## src/rtl/router_pkg.sv

```systemverilog
// Shared constants and types for the router read-side output port.
// The FIFO word carries the load-first-data flag above the data byte.
package router_pkg;

   localparam int DATA_W = 8;
   localparam int DEPTH  = 16;
   localparam int LEN_W  = 6;
   localparam int ADDR_W = $clog2(DEPTH);
   localparam int PTR_W  = ADDR_W + 1;
   localparam int CNT_W  = LEN_W + 1;

   typedef logic [DATA_W:0] fifo_word_t;

endpackage

```

## src/rtl/router_rd_fifo_mem.sv

```systemverilog
// Register-array storage for the read port FIFO.
// One synchronous write port and one combinational read port.
module router_rd_fifo_mem
   import router_pkg::*;
(
   input  logic              clock,
   input  logic              we,
   input  logic [ADDR_W-1:0] waddr,
   input  fifo_word_t        wdata,
   input  logic [ADDR_W-1:0] raddr,
   output fifo_word_t        rdata
);

   fifo_word_t mem [DEPTH];

   // NOTE: storage is left unreset; the pointers alone decide which entries are meaningful.
   always_ff @(posedge clock) begin
      if (we) begin
         mem[waddr] <= wdata;
      end
   end

   assign rdata = mem[raddr];

endmodule

```

## src/rtl/router_rd_port.sv

```systemverilog
// Read-side output port of the 1x3 router: buffers bytes from the core,
// hands them to the destination on request and tracks packet boundaries.
module router_rd_port
   import router_pkg::*;
(
   input  logic              clock,
   input  logic              resetn,
   input  logic              soft_reset,
   input  logic              write_enb,
   input  logic              lfd_state,
   input  logic [DATA_W-1:0] data_in,
   input  logic              read_enb,
   output logic [DATA_W-1:0] data_out,
   output logic              vld_out,
   output logic              full,
   output logic              empty
);

   logic [PTR_W-1:0]  wr_ptr;
   logic [PTR_W-1:0]  rd_ptr;
   logic [CNT_W-1:0]  count;
   logic [CNT_W-1:0]  count_nxt;
   logic              idle_pending;
   logic              idle_nxt;
   logic [DATA_W-1:0] data_nxt;
   logic              do_wr;
   logic              do_rd;
   fifo_word_t        rd_word;

   assign empty   = (wr_ptr == rd_ptr);
   assign full    = (wr_ptr[PTR_W-1] != rd_ptr[PTR_W-1]) &&
                    (wr_ptr[PTR_W-2:0] == rd_ptr[PTR_W-2:0]);
   assign vld_out = !empty;

   assign do_wr = write_enb && !full && !soft_reset;
   assign do_rd = read_enb && !empty;

   router_rd_fifo_mem u_mem (
      .clock (clock),
      .we    (do_wr),
      .waddr (wr_ptr[PTR_W-2:0]),
      .wdata ({lfd_state, data_in}),
      .raddr (rd_ptr[PTR_W-2:0]),
      .rdata (rd_word)
   );

   // A header pop reloads the count with payload length plus parity; once the
   // last byte has gone, the bus is zeroed on the first cycle without a pop.
   always_comb begin
      // NOTE: every output of this block is defaulted first so no path can infer a latch.
      count_nxt = count;
      idle_nxt  = idle_pending;
      data_nxt  = data_out;
      if (do_rd) begin
         data_nxt = rd_word[DATA_W-1:0];
         if (rd_word[DATA_W]) begin
            count_nxt = {1'b0, rd_word[DATA_W-1 -: LEN_W]} + CNT_W'(1);
            idle_nxt  = 1'b0;
         end else begin
            if (count != '0) begin
               count_nxt = count - CNT_W'(1);
            end
            idle_nxt = (count <= CNT_W'(1));
         end
      end else if (idle_pending) begin
         data_nxt = '0;
         idle_nxt = 1'b0;
      end
   end

   always_ff @(posedge clock or negedge resetn) begin
      if (!resetn) begin
         wr_ptr       <= '0;
         rd_ptr       <= '0;
         count        <= '0;
         idle_pending <= 1'b0;
         data_out     <= '0;
      end else if (soft_reset) begin
         wr_ptr       <= '0;
         rd_ptr       <= '0;
         count        <= '0;
         idle_pending <= 1'b0;
         data_out     <= '0;
      end else begin
         // NOTE: non-blocking updates so every register samples pre-edge values.
         if (do_wr) begin
            wr_ptr <= wr_ptr + PTR_W'(1);
         end
         if (do_rd) begin
            rd_ptr <= rd_ptr + PTR_W'(1);
         end
         count        <= count_nxt;
         idle_pending <= idle_nxt;
         data_out     <= data_nxt;
      end
   end

endmodule

```

## config.mk

```make
export PLATFORM = sky130hd
export DESIGN_NAME = router_rd_port
export DESIGN_NICKNAME = d
export VERILOG_FILES = /design/src/rtl/router_pkg.sv /design/src/rtl/router_rd_fifo_mem.sv /design/src/rtl/router_rd_port.sv
export SDC_FILE = /design/constraint.sdc
export NUM_CORES = 1
export LEC_CHECK = 0
export BUFFER_PORTS_ARGS = -buffer_cell sky130_fd_sc_hd__buf_2
export CORE_ASPECT_RATIO = 1.25
export CORE_MARGIN = 1.5
export CORE_UTILIZATION = 55
export CTS_CLUSTER_DIAMETER = 80
export DETAILED_ROUTE_END_ITERATION = 10
export HOLD_SLACK_MARGIN = 0.12
export PLACE_DENSITY = 0.79
export SLEW_MARGIN = 20
export SYNTH_ARGS = -nofsm -noshare
export SYNTH_HDL_FRONTEND = slang
export SYNTH_SLANG_ARGS = --single-unit
```

## constraint.sdc

```tcl
create_clock -name clock -period 2.78 [get_ports clock]
set_input_delay 0.139 -clock clock [delete_from_list [all_inputs] [get_ports clock]]
set_output_delay 0.139 -clock clock [all_outputs]
set_load 0.05 [all_outputs]
```

==> results of run 1 <==
==> state kept, by name, indices dropped and copies added (netlist names) <==
signal        flops
u_mem.mem       144
wr_ptr            5
count             7
data_out          8
rd_ptr            5
idle_pending      1
==> cell type report <==
cell class / count / area share, %
repair buffers: 58 / 5.209
clock inverters: 15 / 2.278
well taps: 168 / 2.551
inverters: 8 / 0.3645
clock buffers: 17 / 5.163
multi-input cells: 224 / 24.01
flip-flops and latches: 170 / 60.43
==> placed cells by master (no fill, tap or decap), types with 12 or more instances in the layout <==
| cell type | instances |
|---|---|
| nand3_1 | 12 |
| edfxtp_1 | 144 |
| dfrtp_1 | 25 |
| buf_4 | 21 |
| buf_2 | 24 |
| a21oi_1 | 16 |
| mux4_2 | 38 |
| clkbuf_16 | 17 |
| nor2_1 | 27 |
| nand2_1 | 32 |
==> kinds of logic after synthesis <==
kind of cell	Yosys count	synth area share (%)
AND/OR/NAND/NOR	115	7.885
buffers and inverters	31	2.341
flip-flops	170	69.98
multiplexers	41	12.48
AO/OA/AOI/OAI	44	3.942
adder cells (fa/ha/maj)	8	1.408
XOR/XNOR	16	1.971
==> how the worst max path moves through the flow <==
stage                         start               end  slack, ps  cells after the start
final                     rd_ptr[1]  u_mem.mem[12][4]         90                      6
after global routing      rd_ptr[1]  u_mem.mem[15][6]       -120                      6
after CTS                 rd_ptr[1]  u_mem.mem[15][6]          6                      6
after detailed placement  rd_ptr[1]  u_mem.mem[15][6]         30                      6
after global placement    rd_ptr[0]          count[4]        170                      9
after floorplan           rd_ptr[1]          count[5]        420                      9
==> metal layers <==
layer / global-route usage, % / vias to the layer above / part of all wire, %
li1: - / 1761 / -
met1: 28.25 / 2020 / 39
met2: 40.48 / 175 / 53
met3: 5.844 / 34 / 6.0
met4: 10.80 / 0 / 3.0
met5: 0 / - / 0
==> critical path, cell delays in order, from the launching register on <==
cell and delay, ps:
dfrtp_1 660, xor2_1 220, nor4_1 90, nand2b_1 120
and2_1 180, nand3_1 200, nor2_1 820
==> power breakdown <==
group          switching (W)  leakage [nW]  internal [W]
clock network       0.000992         0.299       0.00143
logic               0.000619         0.892      0.000457
registers          0.0000807          1.65       0.00283
total                0.00169          2.84       0.00472
==> metrics by stage <==
step	hold slack (ps)	TNS (ps)	utilization (%)
after floorplan	-156.6	0	-
after global placement	164.3	0	59.31
after detailed placement	169.9	0	59.31
after CTS	144.1	0	64.94
after global routing	171.8	-4634	65.07
final	165.4	0	65.07
==> repair_timing <==
action,in CTS,in global routing
hold endpoints to repair,170,0
endpoints found under the setup margin,0,94
hold buffers,10,0
gates resized for setup,0,6
==> results.ini, run 1 <==
[clock_network]
cts_tree=yes
cts_sinks=170
clk_pin_slew_ps=70
root_buffer=clkbuf_16
numCtsBuffers=17
post_cts_buffers=0
clk_latency_ps=430
h-tree-depth=4
cts_buffer_depth=2

[yosys]
synth_area_leaders=edfxtp_1 61%, mux4_2 12%, dfrtp_1 9.2%
synthesis.nets=447
synth_area_um2=7109
synth.distinct_cells=44
synthCells=425
ys_ff_latch=170
ys_top_cells_by_count=144 x edfxtp_1, 38 x mux4_2, 32 x nand2_1, 31 x nor2_1, 26 x dfrtp_1
synth_top_area_share_pct=60.82
synth_edf_count=144
yosysMostFrequentCell=edfxtp_1
seq_area_frac_synth_pct=69.98
yosysWarnings=0
ys.flop_type=edfxtp_1
synthArstFlopShare_pct=15.29
yosys.area.top_type=edfxtp_1
avgSynthCellArea_um2=16.73

[worst_hold_path]
min_to=count[6]
hold_depth=4
worstHoldStart=soft_reset
hp-class=input port to flop

[placed_design]
io_buffer_count=24
placed_area_um2=7510
dp_slack_ps=29.10
dp.cells=618
gp_congestion=0.8782
hpwl_um=9661

[floorplanning]
die_y_um=130.1
io_pins=25
die_x_um=104.7
start_util_pct=56.15
core.rowCount=46
coreArea_um2=12660
die-area_um2=13620

[worst_setup_path]
r2r-end=u_mem.mem[12][4]
endpoint_kind=flop
cp.arrival_ps=2730
reg2regPathDepth=6
cp_max_fo=10
rr_startpoint=rd_ptr[1]
crit_type=flop to flop
cp_data_required_time_ps=2830
r2r_slack_ps=90
start_kind=flop

[cells_and_area]
diodes=0
fin_nets=501
fill_cells=844
syn2layout_area_growth_pct=15.89
fin_area_um2=8239
seq_area_um2=4979
multiInputGateArea_um2=1978
finalNonFillerCells=660
drive_gt1_share_pct=25.81

[sta]
min_period_over_period_pct=96.73
slew_headroom_pct=32.31
fmax_ghz=0.3719
fin_crit_ps=2689
finalSetupViolCount=0
hold_violations=0
clock_skew_ps=10.13
worstMarginPinSlew_ps=1012
rsz0062_at_grt=true
timing.final.ws_setup_ps=91.03
slew_viol_final=0

[routing]
dr.pass1.iters=5
avgViaCountPerCell=6.045
wl_per_cell_um=21.93
drc=0
routed_wirelength_um=14470
drtIter0Drc=280
num_vias=3990
drtAntennaViolNets=0

[power]
p_leak_nw=2.842
vdd.ir_drop.worst_mv=0.5714
powerDensity_nw_per_um2=778.4
p_total_w=0.006414

[global_route]
grt_pass1_wl_um=22990
grt_overflow=0
antenna_found_initial=0
grt_pass1_vias=4084
grtUsageTotal_pct=23.47
grt_max_degree=27

[status]
outcome=completed

[job]
max_cap_viol_count=0

No activity file was read; power rests on OpenSTA's default activity.
==> inputs of run 2 (changes only) <==
--- a/config.mk
+++ b/config.mk
@@ -9,11 +9,14 @@
 export CORE_ASPECT_RATIO = 1.25
 export CORE_MARGIN = 1.5
 export CORE_UTILIZATION = 55
+export CTS_BUF_LIST = sky130_fd_sc_hd__clkbuf_4 sky130_fd_sc_hd__clkbuf_8 sky130_fd_sc_hd__clkbuf_16
 export CTS_CLUSTER_DIAMETER = 80
 export DETAILED_ROUTE_END_ITERATION = 10
+export GPL_ROUTABILITY_DRIVEN = 0
 export HOLD_SLACK_MARGIN = 0.12
 export PLACE_DENSITY = 0.79
 export SLEW_MARGIN = 20
 export SYNTH_ARGS = -nofsm -noshare
 export SYNTH_HDL_FRONTEND = slang
+export SYNTH_HIERARCHICAL = 1
 export SYNTH_SLANG_ARGS = --single-unit
==> results.ini, run 2 <==
[cells_and_area]
drive_gt1_share_pct=26.59
syn2layout_area_growth_pct=17.63
finalNonFillerCells=672
final_cell_mix=144 x edfxtp_1, 41 x buf_4, 30 x nor2_1
top_register=u_mem/mem
fill_cells=849
diodes=0
reg_top3=u_mem/mem (144), data_out (8), count (7)
multiInputGateArea_um2=1999
layout_commonest_cell=edfxtp_1
fin_area_um2=8382
seq_area_um2=4977
largest_reg_flops=144
fin_nets=510

[job]
max_cap_viol_count=0

[routing]
dr.pass1.iters=5
num_vias=4062
drtIter0Drc=371
avgViaCountPerCell=6.045
drc=0
wl_per_cell_um=21.60
routed_wirelength_um=14520
drtAntennaViolNets=0

[sta]
clock_skew_ps=16.67
hold_violations=0
finalSetupViolCount=0
timing.hold.ws_ps=159.5
fin_crit_ps=2697
min_period_over_period_pct=97.00
slew_viol_final=0
worstMarginPinSlew_ps=675.3
slew_headroom_pct=54.72
fmax_ghz=0.3708

[yosys]
synth.distinct_cells=47
synthCells=413
yosysWarnings=6
synth_edf_count=144
avgSynthCellArea_um2=17.25
synthesis.nets=432
synth_area_um2=7126
synthArstFlopShare_pct=15.29
synth_top_area_share_pct=60.68
ys_ff_latch=170
yosys.area.top_type=edfxtp_1
ys_top_cells_by_count=144 x edfxtp_1, 30 x nor2_1, 27 x nand2_1, 26 x dfrtp_1
synth_area_leaders=edfxtp_1 61%, dfrtp_1 9.1%, mux4_2 6.6%
yosysMostFrequentCell=edfxtp_1
seq_area_frac_synth_pct=69.82
ys.flop_type=edfxtp_1

[floorplanning]
die_x_um=104.8
io_pins=25
die_y_um=130.3
core.rowCount=46
die-area_um2=13650
coreArea_um2=12660
start_util_pct=56.27

[clock_network]
cts_tree=yes
clk_latency_ps=440
cts_buffer_depth=2
cts_sinks=170
root_buffer=clkbuf_16
numCtsBuffers=17
clk_pin_slew_ps=70
h-tree-depth=4

[worst_setup_path]
rr_startpoint=rd_ptr[0]
worstSetupStartpoint=rd_ptr[0]
crit_type=flop to flop
endpoint_kind=flop
reg2regPathDepth=10
cp.arrival_ps=3010
critPathCapture=count[5]
cp_max_fo=4
r2r_slack_ps=80
r2r-end=count[5]
start_kind=flop
cp_data_required_time_ps=3100

[placed_design]
placed_area_um2=7620
io_buffer_count=24
dp.cells=626
hpwl_um=9485

[worst_hold_path]
hp-class=input port to flop

[power]
vdd.ir_drop.worst_mv=0.4244
p_leak_nw=2.930
powerDensity_nw_per_um2=777.3

[global_route]
grt_pass1_wl_um=23060
grtUsageTotal_pct=23.32
grt_max_degree=27
antenna_found_initial=0
grt_pass1_vias=4160
grt_overflow=0

[status]
outcome=completed

run 2: worst min path at each step:
stage	from	end	slack [ps]	cells past startpoint
final	read_enb	rd_ptr[3]	160	5
after global routing	read_enb	rd_ptr[3]	170	5
after CTS	read_enb	rd_ptr[3]	150	5
after detailed placement	resetn	rd_ptr[4]	170	1
after global placement	resetn	rd_ptr[4]	170	1
after floorplan	resetn	count[0]	-160	0
run 2: layer usage:
layer	track usage (%)	up-vias	routed length, µm
met5	0	-	0
met4	9.589	0	299
met3	5.195	25	876
met2	40.48	178	7771
met1	28.63	2049	5567
li1	-	1810	-
run 2: cell type report:
type                    count  area share [%]
flip-flops and latches    170           59.38
clock buffers              17           5.075
multi-input cells         219           23.85
clock inverters            15           2.090
inverters                   4          0.1791
well taps                 168           2.508
repair buffers             79           6.911
run 2: what timing repair did:
item | 4_1_cts | 5_1_grt
hold buffers | 12 | 0
pin swaps | 0 | 1
setup buffers | 0 | 2
endpoints found under the hold margin | 179 | 0
endpoints found under the setup margin | 1 | 5
gates resized for setup | 2 | 6
run 2: through the flow:
stage	TNS (ps)	worst slack [ps]	total power (W)	util (%)
6_report	0	83.35	0.006515	66.20
5_1_grt	-14.59	-14.26	0.006758	66.20
4_1_cts	0	19.08	0.006506	65.94
3_5_place_dp	0	26.79	0.004146	60.18
3_3_place_gp	0	249.5	0.004097	60.18
2_1_floorplan	-5.071	-5.071	0.003856	-
run 2: where the power goes:
| part | switching (W) | leakage, nW | internal [W] |
|---|---|---|---|
| combinational | 0.000708 | 0.991 | 0.000534 |
| clock | 0.00106 | 0.292 | 0.00128 |
| sequential | 0.0000818 | 1.65 | 0.00285 |
| total | 0.00185 | 2.93 | 0.00466 |
run 2: cell families after synthesis:
group	synth area share (%)
compound gates	5.356
xor+xnor	2.090
fa+ha+maj	0.8780
buf+inv	2.370
flops	69.82
mux	12.31
simple gates	7.182
run 2: worst max-delay path, cell delays in order, from the launching register on:
cell      delay (ps)
dfrtp_2          400
buf_4            160
mux4_2           510
a22oi_1          230
nand2_1          110
or4_4            440
o32ai_2          220
a21o_1           200
buf_4            150
nand2_1           60
o311ai_2          90
==> inputs of run 3 (changes only) <==
--- a/config.mk
+++ b/config.mk
@@ -14,7 +14,7 @@
 export DETAILED_ROUTE_END_ITERATION = 10
 export GPL_ROUTABILITY_DRIVEN = 0
 export HOLD_SLACK_MARGIN = 0.12
-export PLACE_DENSITY = 0.79
+export PLACE_DENSITY = 0.72
 export SLEW_MARGIN = 20
 export SYNTH_ARGS = -nofsm -noshare
 export SYNTH_HDL_FRONTEND = slang
==> results.ini, run 3 (same netlist as run 2, synthesis figures left out) <==
[floorplanning]
die-area_um2=13650
coreArea_um2=12660
die_x_um=104.8
start_util_pct=56.27
io_pins=25
core.rowCount=46
die_y_um=130.3

[cells_and_area]
syn2layout_area_growth_pct=16.00
top_register=u_mem/mem
fill_cells=871
fin_nets=492
diodes=0
final_cell_mix=144 x edfxtp_1, 29 x nor2_1, 27 x nand2_1
reg_top3=u_mem/mem (144), data_out (8), count (7)
finalNonFillerCells=654
layout_commonest_cell=edfxtp_1
largest_reg_flops=144
drive_gt1_share_pct=23.25

[sta]
slew_viol_final=0
fmax_ghz=0.3775
fin_crit_ps=2649
hold_violations=0
timing.final.ws_setup_ps=131.1
min_period_over_period_pct=95.28
slew_headroom_pct=34.30
clock_skew_ps=5.340
rsz0062_at_grt=true
tns_ps=0
finalSetupViolCount=0
worstMarginPinSlew_ps=981.9
timing.hold.ws_ps=168.6

[routing]
avgViaCountPerCell=5.963
drc=0
num_vias=3900
wl_per_cell_um=21.69
dr.pass1.iters=4
routed_wirelength_um=14180
drtAntennaViolNets=0
drtIter0Drc=248

[global_route]
grtUsageTotal_pct=22.16
antenna_found_initial=0
grt_pass1_vias=3970
grt_overflow=0
grt_pass1_wl_um=22010
grt_max_degree=33

[worst_setup_path]
crit_path_max_incr_delay_ps=590
rr_startpoint=rd_ptr[0]
r2r-end=count[2]
cp.arrival_ps=2970
r2r_slack_ps=130
endpoint_kind=flop
crit_type=flop to flop
cp_data_required_time_ps=3100
worstSetupStartpoint=rd_ptr[0]
cp_max_fo=7
crit_path_cell_trace=mux4_1 -> a22oi_1 -> nand2_1 -> or4_4 -> o32ai_2 -> a21o_1 -> buf_4 -> o21ai_1 -> o31ai_1
critPathCapture=count[2]
start_kind=flop
reg2regPathDepth=9
crit_slowest_cell=mux4_1

[power]
powerDensity_nw_per_um2=782.2
p_leak_nw=2.849
p_total_w=0.006466
vdd.ir_drop.worst_mv=0.5207

[placed_design]
dp_slack_ps=110.7
hpwl_um=8980
dp.cells=608
io_buffer_count=24

[worst_hold_path]
hp-class=input port to flop

[status]
outcome=completed

[clock_network]
cts_tree=yes
numCtsBuffers=17
cts_buffer_depth=2
h-tree-depth=4
clk_latency_ps=420
clk_pin_slew_ps=70
cts_sinks=170
root_buffer=clkbuf_16

[job]
max_cap_viol_count=0

-- run 3: changes by cell type in the layout (fill, tap and decap cells not counted), sizes merged --
cell,previous run,this run
buf,67,49
clkbuf,17,18
clkinv,5,6
dlygate4sd3,12,11
inv,12,11
-- run 3: how the worst min path moves through the flow --
stage / slack (ps) / cells after the start / start / end
floorplan: -160 / 0 / resetn / count[0]
global placement: 180 / 1 / resetn / count[3]
detailed placement: 190 / 1 / resetn / count[3]
CTS: 160 / 4 / write_enb / wr_ptr[2]
global route: 190 / 5 / write_enb / wr_ptr[3]
finish: 170 / 4 / write_enb / wr_ptr[2]
-- run 3: report_power, final --
part,internal (W),switching (W)
Combinational,0.000522,0.000676
Sequential,0.00284,0.0000841
Clock,0.00129,0.00105
-- run 3: timing repair --
action,CTS,global route
hold buffers,11,0
gates resized for setup,0,3
endpoints found under the setup margin,0,12
endpoints found under the hold margin,171,0
setup buffers,0,2
-- run 3: metal layers --
layer | GRT usage [%] | share of wire [%]
met1 | 28.61 | 41
met3 | 3.347 | 4.0
met2 | 37.75 | 53
met4 | 9.992 | 2.1
met5 | 0 | 0
-- run 3: stage by stage --
stage	util, %	cell area, µm²
3_3_place_gp	59.21	7497
3_5_place_dp	59.21	7497
4_1_cts	64.86	8213
6_report	65.28	8265
5_1_grt	65.28	8265
2_1_floorplan	-	7143
-- run 3: final cells by class --
| class | count | area (µm²) | area share, % |
|---|---|---|---|
| multi-input combinational | 219 | 1991 | 24.08 |
| clock inverter | 15 | 180.2 | 2.180 |
| clock buffer | 17 | 425.4 | 5.147 |
| sequential | 170 | 4976 | 60.20 |
| tap | 168 | 210.2 | 2.543 |
| inverter | 4 | 15.01 | 0.1817 |
| timing repair buffer | 61 | 467.9 | 5.662 |
-- run 3: worst max-delay path, delay by kind of cell (launching register included) --
family / cells / cell delay, ps
AOI/OAI and AO/OA: 5 / 770
buffers and inverters: 1 / 160
DFF: 1 / 490
muxes: 1 / 590
and+or+nand+nor: 2 / 550
